==> src/rtl/mux_scan_ctrl.sv <==
// Scan sequencer for a dual 4-to-1 selector: steps select 0..3 with active-low strobes,
// samples 1Y/2Y after a settle delay and delivers two 4-bit words with a valid pulse.
module mux_scan_ctrl #(
    parameter int unsigned SETTLE_CYC = 1
) (
    input  logic       in_CLK,
    input  logic       in_RSTn,
    input  logic       in_START,
    input  logic       in_ABORT,
    input  logic       in_1Y,
    input  logic       in_2Y,
    output logic       out_A,
    output logic       out_B,
    output logic       out_G1,
    output logic       out_G2,
    output logic [3:0] out_WORD1,
    output logic [3:0] out_WORD2,
    output logic       out_VALID,
    output logic       out_BUSY
);

    typedef enum logic [1:0] {
        ST_IDLE,
        ST_SETTLE,
        ST_SAMPLE,
        ST_DONE
    } state_t;

    // With no settle time every select change goes straight to sampling.
    localparam state_t     LP_AFTER_SEL = (SETTLE_CYC == 0) ? ST_SAMPLE : ST_SETTLE;
    localparam logic [3:0] LP_LAST_CNT  = (SETTLE_CYC == 0) ? 4'd0 : 4'(SETTLE_CYC - 1);

    state_t     r_state, w_state_nx;
    logic [1:0] r_idx,   w_idx_nx;
    logic [3:0] r_cnt,   w_cnt_nx;
    logic [2:0] r_sh1,   w_sh1_nx;
    logic [2:0] r_sh2,   w_sh2_nx;
    logic [3:0] r_word1, w_word1_nx;
    logic [3:0] r_word2, w_word2_nx;
    logic       r_g,     w_g_nx;
    logic       r_valid, w_valid_nx;
    logic       r_busy,  w_busy_nx;

    always_ff @(posedge in_CLK or negedge in_RSTn) begin
        if (!in_RSTn) begin
            r_state <= ST_IDLE;
            r_idx   <= '0;
            r_cnt   <= '0;
            r_sh1   <= '0;
            r_sh2   <= '0;
            r_word1 <= '0;
            r_word2 <= '0;
            r_g     <= 1'b1;
            r_valid <= 1'b0;
            r_busy  <= 1'b0;
        end else begin
            r_state <= w_state_nx;
            r_idx   <= w_idx_nx;
            r_cnt   <= w_cnt_nx;
            r_sh1   <= w_sh1_nx;
            r_sh2   <= w_sh2_nx;
            r_word1 <= w_word1_nx;
            r_word2 <= w_word2_nx;
            r_g     <= w_g_nx;
            r_valid <= w_valid_nx;
            r_busy  <= w_busy_nx;
        end
    end

    always_comb begin
        w_state_nx = r_state;
        w_idx_nx   = r_idx;
        w_cnt_nx   = r_cnt;
        w_sh1_nx   = r_sh1;
        w_sh2_nx   = r_sh2;
        w_word1_nx = r_word1;
        w_word2_nx = r_word2;
        w_g_nx     = r_g;
        w_valid_nx = 1'b0;
        w_busy_nx  = r_busy;

        case (r_state)
            ST_IDLE: begin
                w_idx_nx  = '0;
                w_g_nx    = 1'b1;
                w_busy_nx = 1'b0;
                if (in_START) begin
                    w_cnt_nx   = '0;
                    w_g_nx     = 1'b0;
                    w_busy_nx  = 1'b1;
                    w_state_nx = LP_AFTER_SEL;
                end
            end
            ST_SETTLE: begin
                if (in_ABORT) begin
                    w_state_nx = ST_IDLE;
                    w_idx_nx   = '0;
                    w_cnt_nx   = '0;
                    w_g_nx     = 1'b1;
                    w_busy_nx  = 1'b0;
                end else if (r_cnt == LP_LAST_CNT) begin
                    w_cnt_nx   = '0;
                    w_state_nx = ST_SAMPLE;
                end else begin
                    w_cnt_nx = r_cnt + 4'd1;
                end
            end
            ST_SAMPLE: begin
                if (in_ABORT) begin
                    w_state_nx = ST_IDLE;
                    w_idx_nx   = '0;
                    w_cnt_nx   = '0;
                    w_g_nx     = 1'b1;
                    w_busy_nx  = 1'b0;
                end else if (r_idx == 2'd3) begin
                    // Last bit goes straight into the word so the shadow never leaks a partial result.
                    w_word1_nx = {in_1Y, r_sh1};
                    w_word2_nx = {in_2Y, r_sh2};
                    w_valid_nx = 1'b1;
                    w_g_nx     = 1'b1;
                    w_idx_nx   = '0;
                    w_state_nx = ST_DONE;
                end else begin
                    for (int unsigned i = 0; i < 3; i++) begin
                        if (r_idx == 2'(i)) begin
                            w_sh1_nx[i] = in_1Y;
                            w_sh2_nx[i] = in_2Y;
                        end
                    end
                    w_idx_nx   = r_idx + 2'd1;
                    w_cnt_nx   = '0;
                    w_state_nx = LP_AFTER_SEL;
                end
            end
            ST_DONE: begin
                w_busy_nx  = 1'b0;
                w_state_nx = ST_IDLE;
            end
            default: begin
                w_state_nx = ST_IDLE;
            end
        endcase
    end

    assign out_A     = r_idx[1];
    assign out_B     = r_idx[0];
    assign out_G1    = r_g;
    assign out_G2    = r_g;
    assign out_WORD1 = r_word1;
    assign out_WORD2 = r_word2;
    assign out_VALID = r_valid;
    assign out_BUSY  = r_busy;

endmodule

==> config.mk <==
export PLATFORM = sky130hd
export DESIGN_NAME = mux_scan_ctrl
export DESIGN_NICKNAME = d
export VERILOG_FILES = /design/src/rtl/mux_scan_ctrl.sv
export SDC_FILE = /design/constraint.sdc
export NUM_CORES = 1
export LEC_CHECK = 0
export CORE_AREA = 2 2 63 65
export CTS_CLUSTER_DIAMETER = 50
export DETAILED_ROUTE_END_ITERATION = 10
export DIE_AREA = 0 0 65 67
export PLACE_DENSITY = 0.62
export SYNTH_ARGS = -nofsm -noshare
export SYNTH_HDL_FRONTEND = slang
export SYNTH_SLANG_ARGS = --single-unit
==> constraint.sdc <==
create_clock -name in_CLK -period 1.48 [get_ports in_CLK]
set_input_delay 0.296 -clock in_CLK [delete_from_list [all_inputs] [get_ports in_CLK]]
set_output_delay 0.296 -clock in_CLK [all_outputs]
set_load 0.005 [all_outputs]
==> reports/metrics.cfg <==
[worst_setup_path]
start_kind = register
cp_max_fo = 5
crit_family = flip-flops
cp.required_ps = 1640
cpMaxStageDelayCell = dfrtp_1
worstPathArrival_ps = 1680
cp_num_buf_inv = 1
crit_chain = ha_2 -> buf_6 -> and2b_4 -> nand2_4 -> mux2_4
rrSetupSlack_ps = -40
slowest_delay_ps = 410
endpoint_kind = register
crit_type = register to register

[yosys]
synth_fp_nets = 118
synth_edf_count = 0
synthesis.area_um2 = 1230
async_flop_share = 1.00
synthCells = 101
synth_seq_cells = 25
ys_seq_area_frac = 0.508
synth_flop_cell = dfrtp_1
synth_cell_type_count = 27
synth-warning-count = 0
post_synth.cell_area_avg_um2 = 12.2

[global_routing]
grt_remaining_overflow = 0
grt_use_total = 0.138
grt_pass1_wl_um = 4580
antenna_found_initial = 0
grt_max_degree = 26
grt_pass1_vias = 985

[finish]
antenna_cells = 0
multi_input_area_um2 = 783
fin_nets = 164
fillers = 309
layout-drive-gt1-share = 0.500
layout.area.seq_um2 = 628
final_cell_area_um2 = 1960
area_growth_pct = 58.6

[timing]
slew_viol_final = 0
setup_ws_ps = -40.2
max_freq_mhz = 658
period_share = 1.03
clock_skew_ps = 2.53
worstMarginPinSlew_ps = 329
post-route-min-period_ps = 1520
rsz0062_at_grt = yes
finalSetupTns_ps = -244
finalSetupViolCount = 8
hold_violations = 0
slew_headroom = 0.781

[floorplan]
die_height_um = 67
coreArea_um2 = 3610
placementRows = 22
ios = 20
initial_core_util = 0.342
die_area_um2 = 4360
die_w_um = 65

[detailed_routing]
drt-total-wl_um = 2800
drt-initial-drc-count = 28
drc = 0
antenna_left = 0
viasPerCell = 4.76
dr.pass1.iters = 4
wire_per_inst_um = 14.4
num_vias = 923

[cts]
clock-root-buffer = clkbuf_8
cts-buffers-inserted = 3
clkSinkCount = 25
cts_tree = done
clk_latency_ps = 270
clk_pin_slew_ps = 90
cts_buffer_depth = 2
htreeDepth = 1
cts_hold_buf = 0

[worst_hold_path]
worstHoldPathType = input port to asynchronous set/reset pin

[placement]
place_congestion = 0.760
port_buffers = 19
postPlaceCellArea_um2 = 1610
hpwl_um = 1680

[run_status]
status = finished, violations left
violations = setup timing

[flow_run]
maxCapViolations = 0

[power_and_ir_drop]
power.density_cell_area_nw_per_um2 = 1330
ir_drop_v = 0.000921
p_leak_nw = 0.939

-- report_power, final --
part | switching (mW) | internal (mW)
clock network | 0.229 | 0.191
logic | 0.559 | 0.737
registers | 0.0886 | 0.795
-- cell usage after synthesis, types with 2 or more instances --
cell type / instances / area (um^2)
mux2_2: 14 / 158
nand2b_1: 4 / 25.0
a21oi_1: 2 / 10.0
nand2_1: 7 / 26.3
dfrtp_1: 24 / 601
o21ai_0: 7 / 35.0
inv_1: 6 / 22.5
and2b_1: 4 / 30.0
nor2b_1: 2 / 12.5
nand3_1: 4 / 20.0
ha_1: 11 / 138
-- sequential cells by signal (all words and copies together), names as in the netlist --
register / flops
r_state: 2
out_BUSY: 1
r_idx: 2
out_WORD2: 4
r_sh1: 3
r_sh2: 3
r_cnt: 4
out_VALID: 1
out_WORD1: 4
out_G1: 1
-- layout make-up --
class | instances | area share
clock buffers | 3 | 0.0211
repair buffers | 43 | 0.211
clock inverters | 1 | 0.00383
inverters | 6 | 0.0128
multi-input cells | 68 | 0.400
flip-flops and latches | 25 | 0.321
well taps | 48 | 0.0307
-- routing by layer --
metal | vias up | global-route usage | wire [um]
li1 | 439 | - | -
met1 | 464 | 0.178 | 1260
met2 | 18 | 0.237 | 1460
met3 | 2 | 0.0118 | 60
met4 | 0 | 0.0559 | 27
met5 | - | 0 | 0
-- cells in the final DEF, fill, tap and decap left out, types with 2 or more instances in the layout --
| master | instances |
|---|---|
| dfrtp_1 | 23 |
| nand3_2 | 2 |
| ha_4 | 3 |
| o21ai_1 | 3 |
| mux2_4 | 14 |
| a21oi_2 | 2 |
| dlygate4sd2_1 | 3 |
| nand2_1 | 4 |
| ha_2 | 2 |
| and2b_1 | 3 |
| nand2_4 | 3 |
| buf_4 | 17 |
| clkbuf_8 | 3 |
| o21ai_0 | 2 |
| clkdlybuf4s50_1 | 13 |
| nand2b_1 | 2 |
| ha_1 | 6 |
| nand2b_4 | 2 |
| buf_6 | 5 |
| buf_12 | 2 |
| inv_1 | 4 |
| clkdlybuf4s15_1 | 2 |
| nand3_1 | 2 |
-- kinds of logic (layout without fill, tap and decap cells) --
| family | Yosys count | after routing | synth area share |
|---|---|---|---|
| buf+inv | 8 | 53 | 0.0334 |
| fa+ha+maj | 11 | 11 | 0.111 |
| flops | 25 | 25 | 0.508 |
| simple gates | 28 | 28 | 0.137 |
| compound gates | 15 | 15 | 0.0831 |
| mux | 14 | 14 | 0.128 |
-- worst paths after layout --
check,start,end,cells past startpoint
max,r_idx[1],r_sh2[0],5
min,in_RSTn,r_cnt[0],2
max reg2reg,r_idx[1],r_sh2[0],5
min reg2reg,out_BUSY,out_BUSY,2
max in group asynchronous,in_RSTn,out_G1,2
min in group in_CLK,out_BUSY,out_BUSY,2
-- per-stage QoR --
stage | setup WS (ps) | hold WS (ps) | utilization | power (mW) | cells
2_1_floorplan | -66.2 | 0.409 | - | 1.28 | 101
3_3_place_gp | -366 | 472 | 0.447 | 1.61 | 180
3_5_place_dp | -445 | 493 | 0.447 | 1.62 | 180
4_1_cts | -62.3 | 408 | 0.512 | 2.44 | 192
5_1_grt | -76.9 | 428 | 0.543 | 2.76 | 194
6_report | -40.2 | 390 | 0.543 | 2.60 | 194
-- repair_timing --
item,in CTS,in global routing
pin swaps,9,12
setup buffers,8,4
gates resized for setup,32,27
gates cloned,0,0
endpoints found under the setup margin,26,24
(Power assumes the default switching activity.)
